<file path="config.mk">
export PLATFORM = sky130hd
export DESIGN_NAME = barrett_arbiter_flat
export DESIGN_NICKNAME = d
export VERILOG_FILES = /design/src/rtl/barrett_arbiter_if.sv /design/src/rtl/barrett_arbiter.sv /design/src/flat_wrapper.sv
export SDC_FILE = /design/constraint.sdc
export NUM_CORES = 2
export LEC_CHECK = 0
export BUFFER_PORTS_ARGS = -buffer_cell sky130_fd_sc_hd__buf_4
export CORE_UTILIZATION = 46
export CTS_CLUSTER_DIAMETER = 60
export DETAILED_ROUTE_END_ITERATION = 7
export PLACE_DENSITY_LB_ADDON = 0.25
export SYNTH_ARGS = -nofsm -noshare
export SYNTH_HDL_FRONTEND = slang
export SYNTH_SLANG_ARGS = --single-unit
</file>
<file path="constraint.sdc">
create_clock -name clk -period 11.4 [get_ports clk]
set_input_delay 1.14 -clock clk [delete_from_list [all_inputs] [get_ports clk]]
set_output_delay 1.14 -clock clk [all_outputs]
set_load 0.05 [all_outputs]
</file>
<file path="src/rtl/barrett_arbiter_if.sv">
// Request/response bundle for barrett_arbiter: packed per-requester operands in,
// one-hot grant and tagged broadcast response out.
interface barrett_arbiter_if #(
  parameter int unsigned NREQ  = 4,
  parameter int unsigned M0LEN = 14,
  parameter int unsigned SHIFT = 27,
  parameter int unsigned IDW   = 2
) ();
  logic [NREQ-1:0]         req;
  logic [NREQ*2*M0LEN-1:0] req_dividend;
  logic [NREQ*M0LEN-1:0]   req_m0;
  logic [NREQ*SHIFT-1:0]   req_m0_inv;
  logic [NREQ-1:0]         gnt;
  logic                    rsp_valid;
  logic [IDW-1:0]          rsp_id;
  logic [M0LEN-1:0]        rsp_quotient;
  logic [M0LEN-1:0]        rsp_remainder;
  logic                    busy;

  modport slave (
    input  req, req_dividend, req_m0, req_m0_inv,
    output gnt, rsp_valid, rsp_id, rsp_quotient, rsp_remainder, busy
  );

  modport master (
    output req, req_dividend, req_m0, req_m0_inv,
    input  gnt, rsp_valid, rsp_id, rsp_quotient, rsp_remainder, busy
  );
endinterface

</file>
<file path="src/rtl/barrett_arbiter.sv">
// Round-robin arbiter sharing one 2-stage Barrett divider among NREQ requesters.
// Optional statistics counters are enabled by defining BARRETT_ARB_STATS_EN.
module barrett_arbiter #(
  parameter int unsigned NREQ  = 4,
  parameter int unsigned M0LEN = 14,
  parameter int unsigned SHIFT = 27,
  parameter int unsigned IDW   = 2
) (
  input  logic                clk,
  input  logic                rst_n,
  barrett_arbiter_if.slave    bus
`ifdef BARRETT_ARB_STATS_EN
  ,
  input  logic                stat_clr,
  output logic [31:0]         stat_issued,
  output logic [NREQ*16-1:0]  stat_grant_cnt,
  output logic [31:0]         stat_idle
`endif
);

  localparam int unsigned DW = 2 * M0LEN;
  localparam int unsigned PW = DW + SHIFT;

  logic [IDW-1:0]   r_ptr;
  logic [NREQ-1:0]  w_gnt;
  logic [IDW-1:0]   w_gnt_id;
  logic             w_xfer;
  logic [DW-1:0]    w_dividend;
  logic [M0LEN-1:0] w_m0;
  logic [SHIFT-1:0] w_m0_inv;
  logic             w_busy;

  logic             r_v1;
  logic             r_v2;
  logic [IDW-1:0]   r_id1;
  logic [IDW-1:0]   r_id2;

  logic [DW-1:0]    r_s1_a;
  logic [M0LEN-1:0] r_s1_m0;
  logic [M0LEN-1:0] r_s1_q;
  logic [M0LEN-1:0] r_s2_q;
  logic [M0LEN-1:0] r_s2_r;

  logic [M0LEN-1:0] w_q_est;
  logic [DW-1:0]    w_r_est;
  logic             w_fix;

  function automatic int unsigned rr_idx(input logic [IDW-1:0] p, input int unsigned k);
    return (32'(p) + k) % NREQ;
  endfunction

  // Scan from the pointer upward with wrap; the first asserted request wins.
  always_comb begin
    w_gnt      = '0;
    w_gnt_id   = '0;
    w_xfer     = 1'b0;
    w_dividend = '0;
    w_m0       = '0;
    w_m0_inv   = '0;
    for (int unsigned k = 0; k < NREQ; k++) begin
      if (!w_xfer && bus.req[rr_idx(r_ptr, k)]) begin
        w_xfer                   = 1'b1;
        w_gnt[rr_idx(r_ptr, k)]  = 1'b1;
        w_gnt_id                 = IDW'(rr_idx(r_ptr, k));
        w_dividend               = bus.req_dividend[rr_idx(r_ptr, k)*DW +: DW];
        w_m0                     = bus.req_m0[rr_idx(r_ptr, k)*M0LEN +: M0LEN];
        w_m0_inv                 = bus.req_m0_inv[rr_idx(r_ptr, k)*SHIFT +: SHIFT];
      end
    end
  end

  always_ff @(posedge clk or negedge rst_n) begin
    if (!rst_n) begin
      r_ptr <= '0;
    end else if (w_xfer) begin
      r_ptr <= (w_gnt_id == IDW'(NREQ - 1)) ? '0 : w_gnt_id + 1'b1;
    end
  end

  always_ff @(posedge clk or negedge rst_n) begin
    if (!rst_n) begin
      r_v1  <= 1'b0;
      r_v2  <= 1'b0;
      r_id1 <= '0;
      r_id2 <= '0;
    end else begin
      r_v1  <= w_xfer;
      r_v2  <= r_v1;
      r_id1 <= w_gnt_id;
      r_id2 <= r_id1;
    end
  end

  // The estimate never exceeds the true quotient, which fits M0LEN bits.
  assign w_q_est = M0LEN'((PW'(w_dividend) * PW'(w_m0_inv)) >> SHIFT);

  always_ff @(posedge clk) begin
    if (w_xfer) begin
      r_s1_a  <= w_dividend;
      r_s1_m0 <= w_m0;
      r_s1_q  <= w_q_est;
    end
  end

  // Estimate is low by at most one, so a single conditional subtract finishes.
  assign w_r_est = r_s1_a - DW'(r_s1_q) * DW'(r_s1_m0);
  assign w_fix   = (w_r_est >= DW'(r_s1_m0));

  always_ff @(posedge clk) begin
    if (r_v1) begin
      r_s2_q <= r_s1_q + M0LEN'(w_fix);
      r_s2_r <= w_fix ? M0LEN'(w_r_est - DW'(r_s1_m0)) : M0LEN'(w_r_est);
    end
  end

  assign w_busy            = (|bus.req) | r_v1 | r_v2;
  assign bus.gnt           = w_gnt;
  assign bus.rsp_valid     = r_v2;
  assign bus.rsp_id        = r_id2;
  assign bus.rsp_quotient  = r_s2_q;
  assign bus.rsp_remainder = r_s2_r;
  assign bus.busy          = w_busy;

  a_gnt_onehot: assert property (@(posedge clk) disable iff (!rst_n) $onehot0(w_gnt));
  a_gnt_has_req: assert property (@(posedge clk) disable iff (!rst_n) (w_gnt & ~bus.req) == '0);

`ifdef BARRETT_ARB_STATS_EN
  logic [31:0]        r_issued;
  logic [31:0]        r_idle;
  logic [NREQ*16-1:0] r_gcnt;

  always_ff @(posedge clk or negedge rst_n) begin
    if (!rst_n) begin
      r_issued <= '0;
      r_idle   <= '0;
      r_gcnt   <= '0;
    end else if (stat_clr) begin
      r_issued <= '0;
      r_idle   <= '0;
      r_gcnt   <= '0;
    end else begin
      if (w_xfer) r_issued <= r_issued + 32'd1;
      if (!w_busy) r_idle <= r_idle + 32'd1;
      for (int unsigned i = 0; i < NREQ; i++) begin
        if (w_gnt[i] && (r_gcnt[i*16 +: 16] != 16'hFFFF))
          r_gcnt[i*16 +: 16] <= r_gcnt[i*16 +: 16] + 16'd1;
      end
    end
  end

  assign stat_issued    = r_issued;
  assign stat_idle      = r_idle;
  assign stat_grant_cnt = r_gcnt;
`endif

endmodule

</file>
<file path="src/flat_wrapper.sv">
// flat-port wrapper written by rule: the top's interface ports become plain ports
module barrett_arbiter_flat 
#(
  parameter int unsigned NREQ  = 4,
  parameter int unsigned M0LEN = 14,
  parameter int unsigned SHIFT = 27,
  parameter int unsigned IDW   = 2
)
  (clk, rst_n, bus_req, bus_req_dividend, bus_req_m0, bus_req_m0_inv, bus_gnt, bus_rsp_valid, bus_rsp_id, bus_rsp_quotient, bus_rsp_remainder, bus_busy);
  barrett_arbiter_if #(.NREQ(NREQ), .M0LEN(M0LEN), .SHIFT(SHIFT), .IDW(IDW)) bus_i ();
  input  logic clk;
  input  logic rst_n;
  input wire logic [$bits(bus_i.req)-1:0] bus_req;
  input wire logic [$bits(bus_i.req_dividend)-1:0] bus_req_dividend;
  input wire logic [$bits(bus_i.req_m0)-1:0] bus_req_m0;
  input wire logic [$bits(bus_i.req_m0_inv)-1:0] bus_req_m0_inv;
  output wire logic [$bits(bus_i.gnt)-1:0] bus_gnt;
  output wire logic [$bits(bus_i.rsp_valid)-1:0] bus_rsp_valid;
  output wire logic [$bits(bus_i.rsp_id)-1:0] bus_rsp_id;
  output wire logic [$bits(bus_i.rsp_quotient)-1:0] bus_rsp_quotient;
  output wire logic [$bits(bus_i.rsp_remainder)-1:0] bus_rsp_remainder;
  output wire logic [$bits(bus_i.busy)-1:0] bus_busy;
  assign bus_i.req = bus_req;
  assign bus_i.req_dividend = bus_req_dividend;
  assign bus_i.req_m0 = bus_req_m0;
  assign bus_i.req_m0_inv = bus_req_m0_inv;
  assign bus_gnt = bus_i.gnt;
  assign bus_rsp_valid = bus_i.rsp_valid;
  assign bus_rsp_id = bus_i.rsp_id;
  assign bus_rsp_quotient = bus_i.rsp_quotient;
  assign bus_rsp_remainder = bus_i.rsp_remainder;
  assign bus_busy = bus_i.busy;
  barrett_arbiter #(.NREQ(NREQ), .M0LEN(M0LEN), .SHIFT(SHIFT), .IDW(IDW)) u_core (.clk(clk), .rst_n(rst_n), .bus(bus_i));
endmodule
</file>
==> key figures <==
Timing
  • Fin crit share: 0.938
  • Setup_tns: 0 ns
  • Fin. max-slew vios: 0
  • Worst slew pin tran: 1.12 ns
  • Max-slew headroom: 0.251
  • Min Tclk post-route: 10.70 ns
  • Setup-failing EPs final: 0
  • Final count of hold timing violations: 0
  • Skew final: 0.0264 ns
  • Unrepaired setup endpoints after global routing: no
  • FMAX: 93.5 MHz

Routing
  • Final WL: 113000 um
  • Initial DRT Pass Iterations: 6
  • Vias/cell: 5.58
  • Final ANT Viol Nets: 0
  • # DRC: 0
  • Drt wl/cell: 20.1 um
  • DR vias: 31340
  • Initial DRC Count: 1945

GRT
  • Largest net degree at the start of global routing: 155
  • Global route overflow: 0
  • Gr usage total: 0.272
  • Vias in the first global route: 33150
  • First-pass GRT wire length: 183000 um
  • Initial antenna violation count: 2

Placement
  • Port bufs: 317
  • Post-DP HPWL: 90600 um
  • GPL Wtd Cong: 0.946
  • Placed insts: 5598
  • Area after DPL: 43000 um^2

Setup path
  • Crit-path most repeated cell: fa_1
  • FF-to-FF path depth: 31
  • Worst EP required: 11.52 ns
  • Arr. time, crit path: 10.82 ns
  • Max stage delay on crit path: 1.04 ns
  • Critical path launch point type: flip-flop
  • Crit. End Element: flip-flop
  • Max stage delay cell, worst path: o21ai_2
  • Crit path kind: reg -> reg
  • Worst Path Max Fanout: 33

Yosys
  • Syn Inst Count: 4316
  • Ys async rst share: 0.0870
  • Post-Synth XOR/XNOR Area: 0.0191
  • Synth Area per Inst: 9.19 um^2
  • Yosys reg bits: 92
  • Simple-Gate Fraction of Synth Area: 0.133
  • Register area share after synthesis: 0.0687
  • Compound-cell area share of the yosys netlist: 0.0772
  • Synth area leader: fa_1
  • Main combinational cell family by area after synthesis: adder cells
  • Adder-Cell Fraction of Synth Area: 0.442
  • Top-area cell type share of the netlist area: 0.370
  • Yosys warns: 0
  • Dominant cells by area after synthesis: fa_1, mux4_2, inv_1, ha_1, nand2_1
  • Syn Std Cell Area: 39700 um^2
  • Mux cell area share after synthesis: 0.140
  • EDFF count, synth: 84
  • Cell variety after synth: 73
  • Main synth FF type: edfxtp_1
  • Syn Nets: 5561

Cells and area
  • Synthesis-to-layout area growth: 9.18%
  • Finished layout cell area: 43300 um^2
  • Share of layout cells above drive strength 1: 0.161
  • Final std cells w/o fill: 5615
  • Nets: 5710

Die
  • Die area: 87400 um^2
  • DIE WIDTH: 296 um
  • I/O pin total: 318
  • Initial core utilization: 0.465
  • Rows: 107
  • Core region area: 85300 um^2
  • Die Ht: 296 um

CTS
  • # clock sinks: 92
  • TritonCTS clock tree: built
  • H-tree Lvls: 3
  • Total CTS buffers: 9
  • Bufs on Longest Clock Path: 2
  • Later-pin clock latency in the skew report: 0.40 ns
  • CTS root buffer: clkbuf_16
  • Reg clk slew, reported paths: 0.09 ns
  • CTS Hold Bufs: 0
  • Post-CTS setup buffer count: 0
  • Post_cts resized: 0

Flow run
  • Max-Cap Viols: 0

Min path
  • Tightest Hold Check Type: reg -> reg
  • Hold Path Depth: 0

Run status
  • Outcome: completed
==> worst paths after layout <==
kind / slack [ns] / start / to
setup / recovery: 0.70 / u_core.r_ptr[1]$_DFFE_PN0P_ / u_core.r_s1_q[13]$_DFFE_PP_
hold / removal: 0.36 / u_core.r_id1[1]$_DFF_PN0_ / u_core.bus.rsp_id[1]$_DFF_PN0_
setup reg to reg: 0.70 / u_core.r_ptr[1]$_DFFE_PN0P_ / u_core.r_s1_q[13]$_DFFE_PP_
hold reg to reg: 0.36 / u_core.r_id1[1]$_DFF_PN0_ / u_core.bus.rsp_id[1]$_DFF_PN0_
max in group asynchronous: 10.64 / rst_n / u_core.r_ptr[1]$_DFFE_PN0P_
min in group asynchronous: 0.57 / rst_n / u_core.bus.rsp_id[0]$_DFF_PN0_
==> layer usage <==
metal / routed length [um] / vias up / track usage / part of all wire
met5: 0 / - / 0 / 0
met4: 4640 / 0 / 0.104 / 0.041
met3: 6830 / 232 / 0.0320 / 0.060
met2: 57200 / 1137 / 0.473 / 0.51
met1: 44400 / 16102 / 0.345 / 0.39
li1: - / 13869 / - / -
==> registers in the layout, summed over array words and instances (netlist names), named ones only <==
register,count
u_core.r_s1_a,28
u_core.r_s1_q,14
u_core.r_v1,1
u_core.bus.rsp_id,2
u_core.bus.rsp_remainder,14
u_core.bus.rsp_quotient,14
u_core.r_id1,2
u_core.r_ptr,1
u_core.r_s1_m0,14
u_core.bus.rsp_valid,1
==> final cells by class <==
type | instances | area, um^2
multi-input combinational | 3023 | 32300
sequential | 92 | 2730
clock buffer | 9 | 225
clock inverter | 7 | 42.5
antenna | 1 | 2.50
tap | 1144 | 1430
inverter | 947 | 3550
fill | 8054 | 42000
timing repair buffer | 392 | 2970
==> synthesized netlist by cell type (all sizes together) (6+ instances only) <==
library cell / instances
o21ai: 199
nor2: 120
o211ai: 11
fa: 732
edfxtp: 84
dfrtp: 8
nand2: 722
ha: 231
inv: 947
xnor2: 65
buf: 106
a31oi: 7
mux2: 66
and3: 8
clkbuf: 148
a21o: 32
nand4: 13
o21bai: 8
mux4: 184
a221oi: 27
o31ai: 6
mux2i: 66
o22ai: 7
xor2: 19
a22oi: 13
nand3: 17
nor2b: 18
a221o: 33
nor3: 17
a21boi: 6
a21oi: 82
nand2b: 11
o21a: 10
or2: 15
and2: 228
==> cells by family after synthesis <==
logic type | count (synthesis)
buffers and inverters | 1201
AND/OR/NAND/NOR | 1182
adder cells (fa/ha/maj) | 963
AO/OA/AOI/OAI | 477
multiplexers | 316
flip-flops | 92
XOR/XNOR | 85
==> critical path, delay by kind of cell (launching register included) <==
kind	cells	cell delay, ns
XOR/XNOR	1	0.24
flip-flops	1	0.77
multiplexers	1	0.60
AND/OR/NAND/NOR	6	1.38
adder cells (fa/ha/maj)	9	4.30
AO/OA/AOI/OAI	7	2.25
buffers and inverters	7	0.85
==> cells in the final DEF (no fill, tap or decap), types with 11 or more instances in the layout <==
master	n
o21ai_2	37
a21o_1	31
nand2b_1	11
buf_4	390
nand4_1	13
nor2b_1	17
nand2_1	721
nor3_1	17
mux2i_1	66
ha_1	230
mux2_2	66
a221oi_1	27
xor2_1	19
a22oi_1	12
o21ai_0	158
inv_1	945
and2_1	228
a221o_1	33
a21oi_1	81
or2_2	14
edfxtp_1	84
nand3_1	17
xnor2_1	65
nor2_1	120
o211ai_1	11
mux4_2	184
fa_1	732
==> stage by stage <==
| stage | setup slack (ns) | hold WS (ns) | util |
|---|---|---|---|
| finish | 0.702 | 0.359 | 0.508 |
| global route | 0.202 | 0.364 | 0.508 |
| CTS | 0.763 | 0.359 | 0.508 |
| detailed placement | 0.802 | 0.339 | 0.504 |
| global placement | 0.949 | 0.336 | 0.504 |
| floorplan | 1.89 | 0.331 | - |
Power is left out: the tool's default activity adds up to more than one toggle a clock period on the data nets, which glitch-free logic cannot reach.
